<file path="config.mk">
export PLATFORM = sky130hd
export DESIGN_NAME = mod_counter
export DESIGN_NICKNAME = d
export VERILOG_FILES = /design/src/rtl/mod_counter.sv
export SDC_FILE = /design/constraint.sdc
export NUM_CORES = 1
export LEC_CHECK = 0
export BUFFER_PORTS_ARGS = -buffer_cell sky130_fd_sc_hd__buf_2
export CORE_MARGIN = 2
export CORE_UTILIZATION = 54
export DETAILED_ROUTE_END_ITERATION = 8
export GPL_TIMING_DRIVEN = 0
export PLACE_DENSITY = 0.81
export SYNTH_ARGS = -nofsm -noshare
export SYNTH_HDL_FRONTEND = slang
export SYNTH_SLANG_ARGS = --single-unit
</file>
<file path="constraint.sdc">
create_clock -name clk -period 2.5 [get_ports clk]
set_input_delay 0.375 -clock clk [delete_from_list [all_inputs] [get_ports clk]]
set_output_delay 0.375 -clock clk [all_outputs]
set_load 0.02 [all_outputs]
</file>
<file path="src/rtl/mod_counter.sv">
// Up/down modulo-(MAX+1) counter with load, clear, terminal-count and sticky wrap flag.
// Define MOD_COUNTER_SAT_EN to saturate at 0/MAX instead of wrapping (wrapped then stays 0).
module mod_counter #(
  parameter int              WIDTH = 8,
  parameter logic [WIDTH-1:0] MAX   = {WIDTH{1'b1}}
) (
  input  logic             clk,
  input  logic             rst_n,
  input  logic             clr,
  input  logic             load,
  input  logic [WIDTH-1:0] load_val,
  input  logic             enable,
  input  logic             up,
  output logic [WIDTH-1:0] count,
  output logic             tc,
  output logic             wrapped
);

  logic [WIDTH-1:0] count_q, count_d;
  logic             wrapped_q, wrapped_d;
  logic             at_top, at_bot, boundary;

  assign at_top   = (count_q == MAX);
  assign at_bot   = (count_q == '0);
  // A step in the current direction would cross the modulus boundary.
  assign boundary = up ? at_top : at_bot;

  always_comb begin
    count_d   = count_q;
    wrapped_d = wrapped_q;
    if (clr) begin
      count_d   = '0;
      wrapped_d = 1'b0;
    end else if (load) begin
      count_d = (load_val > MAX) ? MAX : load_val;
    end else if (enable) begin
      if (!boundary) begin
        count_d = up ? (count_q + WIDTH'(1)) : (count_q - WIDTH'(1));
      end else begin
`ifdef MOD_COUNTER_SAT_EN
        count_d = count_q;
`else
        count_d   = up ? '0 : MAX;
        wrapped_d = 1'b1;
`endif
      end
    end
  end

  always_ff @(posedge clk or negedge rst_n) begin
    if (!rst_n) begin
      count_q   <= '0;
      wrapped_q <= 1'b0;
    end else begin
      count_q   <= count_d;
      wrapped_q <= wrapped_d;
    end
  end

  assign count   = count_q;
  assign wrapped = wrapped_q;
  assign tc      = enable & ~clr & ~load & boundary;

endmodule

</file>
==> results.json, run 1 <==
{
  "run_status": "completed",
  "avgSynthCellArea_sq_um": 7.66,
  "clock_sinks": 9,
  "grt_pass1_wl_mm": 3.20,
  "num_antenna_cells": 0,
  "fin_crit_sh": 0.839,
  "clk_pin_slew_ps": 60,
  "numCtsBuffers": 3,
  "final_core_util": 0.667,
  "hold_viol_final": 0,
  "synthesis.area_sq_um": 820,
  "synth-compound-area-share": 0.220,
  "maxCapViolations": 0,
  "synth.distinct_cells": 31,
  "grt_util_met2": 0.415,
  "cp-end-kind": "primary output",
  "drt_iter0_drc": 10,
  "drive_gt1_frac": 0.226,
  "gr-usage-met1": 0.273,
  "via_count": 859,
  "swShare": 0.405,
  "post_cts_resized": 0,
  "multi_input_area_sq_um": 554,
  "grt_max_degree": 11,
  "io_pins": 24,
  "synthTopCellsByArea": "dfrtp_1 27%, nor2_1 9.6%, ha_1 9.2%",
  "critical_path_class": "reg2out",
  "worstPathRequired_ps": 2120,
  "synth-adder-area-share": 0.116,
  "yosys.area_share.simple": 0.276,
  "dieArea_sq_um": 1850,
  "yosys-top-cells-count": "21 x nor2_1, 12 x a21oi_1, 9 x dfrtp_1",
  "ys.warnings.count": 0,
  "internal_power_uw": 341,
  "fmax_mhz": 477,
  "initial_core_util": 0.557,
  "die_y_um": 43.0,
  "busiest_layer": "met2",
  "synth_edf_count": 0,
  "ys_seq_area_frac": 0.275,
  "gp_congestion": 0.770,
  "synth_most_common_cell": "nor2_1",
  "routed_wl_mm": 1.95,
  "yosys_register_bits": 9,
  "switchingPower_uw": 232,
  "use_met3": 0.0766,
  "final-seq-area_sq_um": 225,
  "cts-root-buf": "clkbuf_4",
  "synth_top_area_cell": "dfrtp_1",
  "post-dp-hpwl_mm": 1.54,
  "cellPowerDensity_nw_per_um2": 585,
  "report.final.slew_viol_count": 0,
  "drtAntennaViolNets": 0,
  "cts_max_path_buffers": 2,
  "fillCellCount": 136,
  "crit_fanout": 8,
  "start_kind": "register",
  "grt_use_total": 0.240,
  "wl_per_cell_um": 13.1,
  "synth-xor-area-share": 0.0641,
  "synth-async-reset-ratio": 1.00,
  "p_leak_uw": 0.000490,
  "synthCells": 107,
  "drc": 0,
  "slew-limit-headroom": 0.643,
  "ir_drop_mv": 0.322,
  "setup_tns_ps": 0,
  "areaGrowthSynthToFinish_pct": 19.7,
  "synth_flop_cell": "dfrtp_1",
  "fin_nets": 155,
  "vias_per_cell": 5.77,
  "grt_pass1_vias": 749,
  "synth_nets": 128,
  "combPwrFrac": 0.464,
  "worstSkewPairLatency_ps": 260,
  "finalPower_uw": 573,
  "rsz0062_at_grt": "no",
  "die_w_um": 43.0,
  "clkPwrFrac": 0.195,
  "cts_tree": "yes",
  "numPortBuffers": 21,
  "critPathArrivalTime_ps": 1720,
  "p_seq_frac": 0.341,
  "min_path_type": "in2reg",
  "overflow": 0,
  "rows": 14,
  "synth_top_area_frac": 0.275,
  "tightestPinTransition_ps": 532,
  "skew_ps": 2.03,
  "cts.htree.levels": 1,
  "core_sq_um": 1470,
  "holdWs_ps": 359,
  "drtPass1Iterations": 4,
  "period_needed_ps": 2100,
  "grt_antenna_before_repair": 0,
  "finalSetupViolCount": 0,
  "muxShareOfSynthArea": 0,
  "synth_top_family_by_area": "simple AND/OR/NAND/NOR gates"
}
[worst max-delay path, cell delays in order, from the launching register on]
cell,delay (ps)
dfrtp_1,440
nor4_1,280
nand3_1,140
nand2b_1,90
buf_2,190
and3_1,170
buf_2,150
[area by class of cell]
type / instances / share of cell area
clock buffers: 4 / 0.0268
multi-input cells: 88 / 0.565
well taps: 16 / 0.0204
inverters: 4 / 0.0153
repair buffers: 22 / 0.117
flip-flops and latches: 9 / 0.230
plain buffers: 6 / 0.0255
[per-stage QoR]
step / cells / cell area [sq um] / setup WS (ps)
final: 149 / 981 / 403
after global routing: 149 / 981 / 310
after CTS: 149 / 981 / 395
after detailed placement: 144 / 945 / 403
after global placement: 144 / 945 / 435
after floorplan: 107 / 820 / 670
[cell usage in the layout, fill, tap and decap left out, drive strengths merged, types with 3 or more instances in the layout]
| cell | n |
|---|---|
| dfrtp | 9 |
| o21ai | 3 |
| nor3b | 3 |
| ha | 6 |
| nand2 | 5 |
| a21oi | 12 |
| o22ai | 5 |
| inv | 4 |
| clkbuf | 8 |
| nor2 | 21 |
| nor2b | 3 |
| buf | 23 |
| nor3 | 4 |
| o31ai | 4 |
| xnor2 | 4 |
[per-layer routing]
layer	routed length (um)	vias to the layer above
met2	983	20
met1	844	396
li1	-	435
met3	88	8
met5	0	-
met4	35	0
[registers in the layout, summed over array words and instances, names as in the netlist]
name,flops
count,8
wrapped,1
[final timing paths]
| check | from | end | slack [ps] | cells after the start |
|---|---|---|---|---|
| worst max register to register | count[0] | count[6] | 600 | 7 |
| worst max-delay path | count[5] | tc | 400 | 6 |
| min in group asynchronous | rst_n | count[2] | 490 | 2 |
| worst min register to register | wrapped | wrapped | 490 | 2 |
| max in group asynchronous | rst_n | count[5] | 1830 | 2 |
| worst min-delay path | load_val[0] | count[0] | 360 | 3 |
[what timing repair did]
action | in CTS | in global routing
buffers inserted | 0 | 0
hold buffers | 1 | 0
hold endpoints to repair | 9 | 0
[cells by family after synthesis]
| family | after synthesis |
|---|---|
| flops | 9 |
| simple gates | 47 |
| buf+inv | 10 |
| compound gates | 28 |
| fa+ha+maj | 7 |
| xor+xnor | 6 |
[power by group through the flow]
stage / Sequential, uW / Clock (uW) / Combinational (uW)
floorplan: 215 / 0 / 173
global placement: 197 / 0 / 255
detailed placement: 198 / 0 / 264
CTS: 195 / 115 / 267
global route: 198 / 122 / 298
finish: 196 / 112 / 266
Note: power is estimated with default switching activity, not from simulation.
==> inputs of run 2 (changes only) <==
CORE_ASPECT_RATIO = 0.8   (was unset)
CORE_UTILIZATION = 45   (was 54)
PLACE_DENSITY = 0.72   (was 0.81)
clock period = 1.7 ns   (was 2.5 ns; I/O delays follow)
==> results.json, run 2 (same netlist as run 1, synthesis figures left out) <==
{
  "run_status": "finished, violations left",
  "violations": "negative setup slack",
  "core_sq_um": 1680,
  "drt_iter0_drc": 35,
  "numPortBuffers": 21,
  "setup_tns_ps": -464,
  "hp-start": "load_val[0]",
  "grt_antenna_before_repair": 0,
  "grt_pass1_wl_mm": 4.26,
  "initial_core_util": 0.489,
  "final_core_util": 0.762,
  "rr_startpoint": "count[2]",
  "final_cell_mix": "20 x nor2_1, 20 x buf_2, 12 x buf_4, 10 x a21oi_1, 7 x dfrtp_2",
  "clk_pin_slew_ps": 60,
  "areaGrowthSynthToFinish_pct": 55.7,
  "fmax_mhz": 542,
  "overflow": 0,
  "clock_sinks": 9,
  "crit_fanout": 4,
  "grt_pass1_vias": 973,
  "p_leak_uw": 0.000549,
  "fillCellCount": 124,
  "rsz0062_at_grt": "yes",
  "gp_congestion": 0.792,
  "drc": 0,
  "routed_wl_mm": 2.64,
  "critPathLaunch": "count[2]",
  "period_needed_ps": 1840,
  "skew_ps": 4.02,
  "slew-limit-headroom": 0.702,
  "cellPowerDensity_nw_per_um2": 817,
  "worstPathRequired_ps": 1890,
  "cts_max_path_buffers": 2,
  "drtAntennaViolNets": 0,
  "finalSetupViolCount": 4,
  "tightestPinTransition_ps": 446,
  "cts.htree.levels": 1,
  "cts_tree": "yes",
  "fin_crit_sh": 1.08,
  "critPathArrivalTime_ps": 2040,
  "via_count": 1009,
  "wl_per_cell_um": 15.8,
  "ir_drop_mv": 0.541,
  "grt_max_degree": 11,
  "fin_nets": 167,
  "die_y_um": 42.2,
  "min_path_type": "in2reg",
  "pre_cts_ws_ps": -252,
  "worstSkewPairLatency_ps": 270,
  "largest_reg_flops": 8,
  "io_pins": 24,
  "post-dp-hpwl_mm": 1.67,
  "num_antenna_cells": 0,
  "fin_ws_ps": -144,
  "drtPass1Iterations": 5,
  "start_kind": "register",
  "grt_use_total": 0.260,
  "r2r_slack_ps": -140,
  "critical_path_class": "reg2reg",
  "die_w_um": 51.7,
  "cts-root-buf": "clkbuf_4",
  "report.final.slew_viol_count": 0,
  "maxCapViolations": 0,
  "rows": 13,
  "cp-end-kind": "register",
  "vias_per_cell": 6.04,
  "numCtsBuffers": 3,
  "drive_gt1_frac": 0.490,
  "hold_viol_final": 0,
  "dieArea_sq_um": 2180
}
[run 2: cell types whose count changed in the layout (fill, tap and decap cells not counted), sizes merged]
cell      delta
buf         +12
clkinvlp     +1
inv          -1
[run 2: final cells by class]
type / count / area (sq um) / area share
clock buffer: 4 / 26.3 / 0.0206
tap: 22 / 27.5 / 0.0216
multi-input combinational: 88 / 712 / 0.558
inverter: 4 / 18.8 / 0.0147
buffer: 5 / 20.0 / 0.0157
sequential: 9 / 234 / 0.183
timing repair buffer: 35 / 238 / 0.186
[run 2: critical path: stages (launching register included)]
cell and delay [ps]:
dfrtp_2 450, buf_4 160, ha_4 280, nor2_2 50, o31ai_4 330, xor2_1 260
o21ai_1 100, a21oi_1 150
[run 2: per-stage QoR]
step                      total power [uW]  instance area [sq um]  std cells  hold WS [ps]
after floorplan                        573                    825        107         -40.6
after global placement                 671                    957        150           113
after detailed placement               684                    957        150           121
after CTS                              979                   1230        169           257
after global routing                  1100                   1280        167           295
final                                 1040                   1280        167           248
[run 2: timing repair]
item / in CTS / in global routing
gates resized for setup: 24 / 13
setup endpoints to repair: 4 / 5
buffers inserted: 14 / 1
endpoints found under the hold margin: 9 / 0
hold buffers: 1 / 0
pin swaps: 6 / 11
gates cloned: 0 / 0
[run 2: path summary, 6_finish.rpt]
check	endpoint	depth (start not counted)
worst max-delay path	count[5]	7
worst min-delay path	count[0]	3
worst max register to register	count[5]	7
worst min register to register	wrapped	2
max in group asynchronous	count[0]	2
min in group asynchronous	count[6]	2
[run 2: routing by layer]
layer	up-vias	share of wire	global-route usage
li1	459	-	-
met2	47	0.51	0.454
met5	-	0	0
met1	493	0.39	0.320
met3	10	0.068	0.0536
met4	0	0.024	0.0737
[run 2: where the power goes]
part | leakage, uW | switching [uW] | internal, uW
Sequential | 0.000107 | 56.3 | 248
Combinational | 0.000427 | 300 | 269
Clock | 0.0000150 | 79.0 | 90.7
==> inputs of run 3 (changes only) <==
GPL_TIMING_DRIVEN = unset   (was 0)
RECOVER_POWER = 25   (was unset)
clock period = 1.5 ns   (was 1.7 ns; I/O delays follow)
==> results.json, run 3 (same netlist as run 1, synthesis figures left out) <==
{
  "run_status": "finished, violations left",
  "violations": "negative setup slack",
  "clk_pin_slew_ps": 70,
  "overflow": 0,
  "dieArea_sq_um": 2180,
  "core_sq_um": 1680,
  "min_path_type": "in2reg",
  "swShare": 0.423,
  "cts-root-buf": "clkbuf_4",
  "cts.htree.levels": 1,
  "worstPathRequired_ps": 1700,
  "fillCellCount": 90,
  "slew-limit-headroom": 0.621,
  "fin_nets": 181,
  "rows": 13,
  "drtAntennaViolNets": 0,
  "fmax_mhz": 552,
  "tightestPinTransition_ps": 568,
  "crit_fanout": 3,
  "cellPowerDensity_nw_per_um2": 943,
  "final_cell_mix": "28 x buf_4, 21 x buf_2, 20 x nor2_1, 10 x a21oi_1, 7 x dfrtp_2",
  "num_antenna_cells": 0,
  "routed_wl_mm": 3.32,
  "numCtsBuffers": 3,
  "multi_input_area_sq_um": 753,
  "switchingPower_uw": 568,
  "initial_core_util": 0.489,
  "post-dp-hpwl_mm": 1.89,
  "period_needed_ps": 1810,
  "holdWs_ps": 202,
  "internal_power_uw": 774,
  "grt_antenna_before_repair": 0,
  "drtPass1Iterations": 4,
  "final-seq-area_sq_um": 234,
  "areaGrowthSynthToFinish_pct": 73.6,
  "grt_pass1_wl_mm": 4.53,
  "cts_max_path_buffers": 2,
  "post-place-cells": 168,
  "numPortBuffers": 23,
  "skew_ps": 4.44,
  "combPwrFrac": 0.598,
  "critPathArrivalTime_ps": 2010,
  "p_seq_frac": 0.245,
  "fin_crit_sh": 1.21,
  "drive_gt1_frac": 0.585,
  "maxCapViolations": 0,
  "report.final.slew_viol_count": 0,
  "grt_use_total": 0.281,
  "p_leak_uw": 0.000640,
  "gp_congestion": 0.825,
  "ir_drop_mv": 0.629,
  "hold_viol_final": 0,
  "vias_per_cell": 6.05,
  "die_w_um": 51.7,
  "setup_tns_ps": -1490,
  "stdcell_count": 181,
  "die_y_um": 42.2,
  "layout_commonest_cell": "buf_4",
  "worstSkewPairLatency_ps": 280,
  "grt_pass1_vias": 988,
  "wl_per_cell_um": 18.3,
  "rsz0062_at_grt": "yes",
  "largest_reg_flops": 8,
  "io_pins": 24,
  "grt_max_degree": 18,
  "cts_tree": "yes",
  "drt_iter0_drc": 45,
  "pre_cts_ws_ps": -334,
  "drc": 0,
  "cp-end-kind": "register",
  "clkPwrFrac": 0.157,
  "via_count": 1095,
  "clock_sinks": 9,
  "fin_ws_ps": -312,
  "critical_path_class": "reg2reg",
  "finalSetupViolCount": 7,
  "start_kind": "register"
}
run 3: critical path: stages, from the launching register on:
cell and delay (ps):
dfrtp_2 450, nor4_4 300, nand3_2 120, buf_4 150, buf_4 130, buf_4 120
buf_4 120, buf_4 120, nand2_1 50, a21oi_1 60, nor2_1 110
run 3: what timing repair did:
action | CTS | global route
hold buffers | 1 | 0
resized for setup | 16 | 16
hold endpoints to repair | 9 | 0
pin swaps | 4 | 13
buffers inserted | 5 | 3
endpoints found under the setup margin | 6 | 9
run 3: worst paths after layout:
path / start / to / slack (ps) / cells past startpoint
min in group asynchronous: rst_n / count[6] / 440 / 2
max: count[7] / count[1] / -310 / 10
min: load_val[0] / count[0] / 200 / 3
max in group asynchronous: rst_n / count[0] / 650 / 2
min reg2reg: wrapped / wrapped / 530 / 2
max reg2reg: count[7] / count[1] / -310 / 10
run 3: stage by stage:
step | cell area (sq um) | power, uW | util
after floorplan | 883 | 680 | -
after global placement | 1160 | 889 | 0.695
after detailed placement | 1160 | 905 | 0.695
after CTS | 1320 | 1210 | 0.789
after global routing | 1420 | 1410 | 0.849
final | 1420 | 1340 | 0.849
run 3: power groups by stage:
stage	Clock (uW)	Combinational (uW)	Sequential, uW
floorplan	0	311	369
global placement	0	563	326
detailed placement	0	577	329
CTS	201	676	329
global route	222	859	331
finish	210	803	329
run 3: cell type report:
type,count,area share
multi-input cells,88,0.529
repair buffers,54,0.255
flip-flops and latches,9,0.164
well taps,22,0.0193
clock buffers,4,0.0185
inverters,4,0.0132
run 3: layer usage:
metal	share of wire	global-route usage	vias to the layer above
li1	-	-	489
met1	0.40	0.352	528
met2	0.50	0.459	64
met3	0.067	0.0750	14
met4	0.033	0.105	0
met5	0	0	-
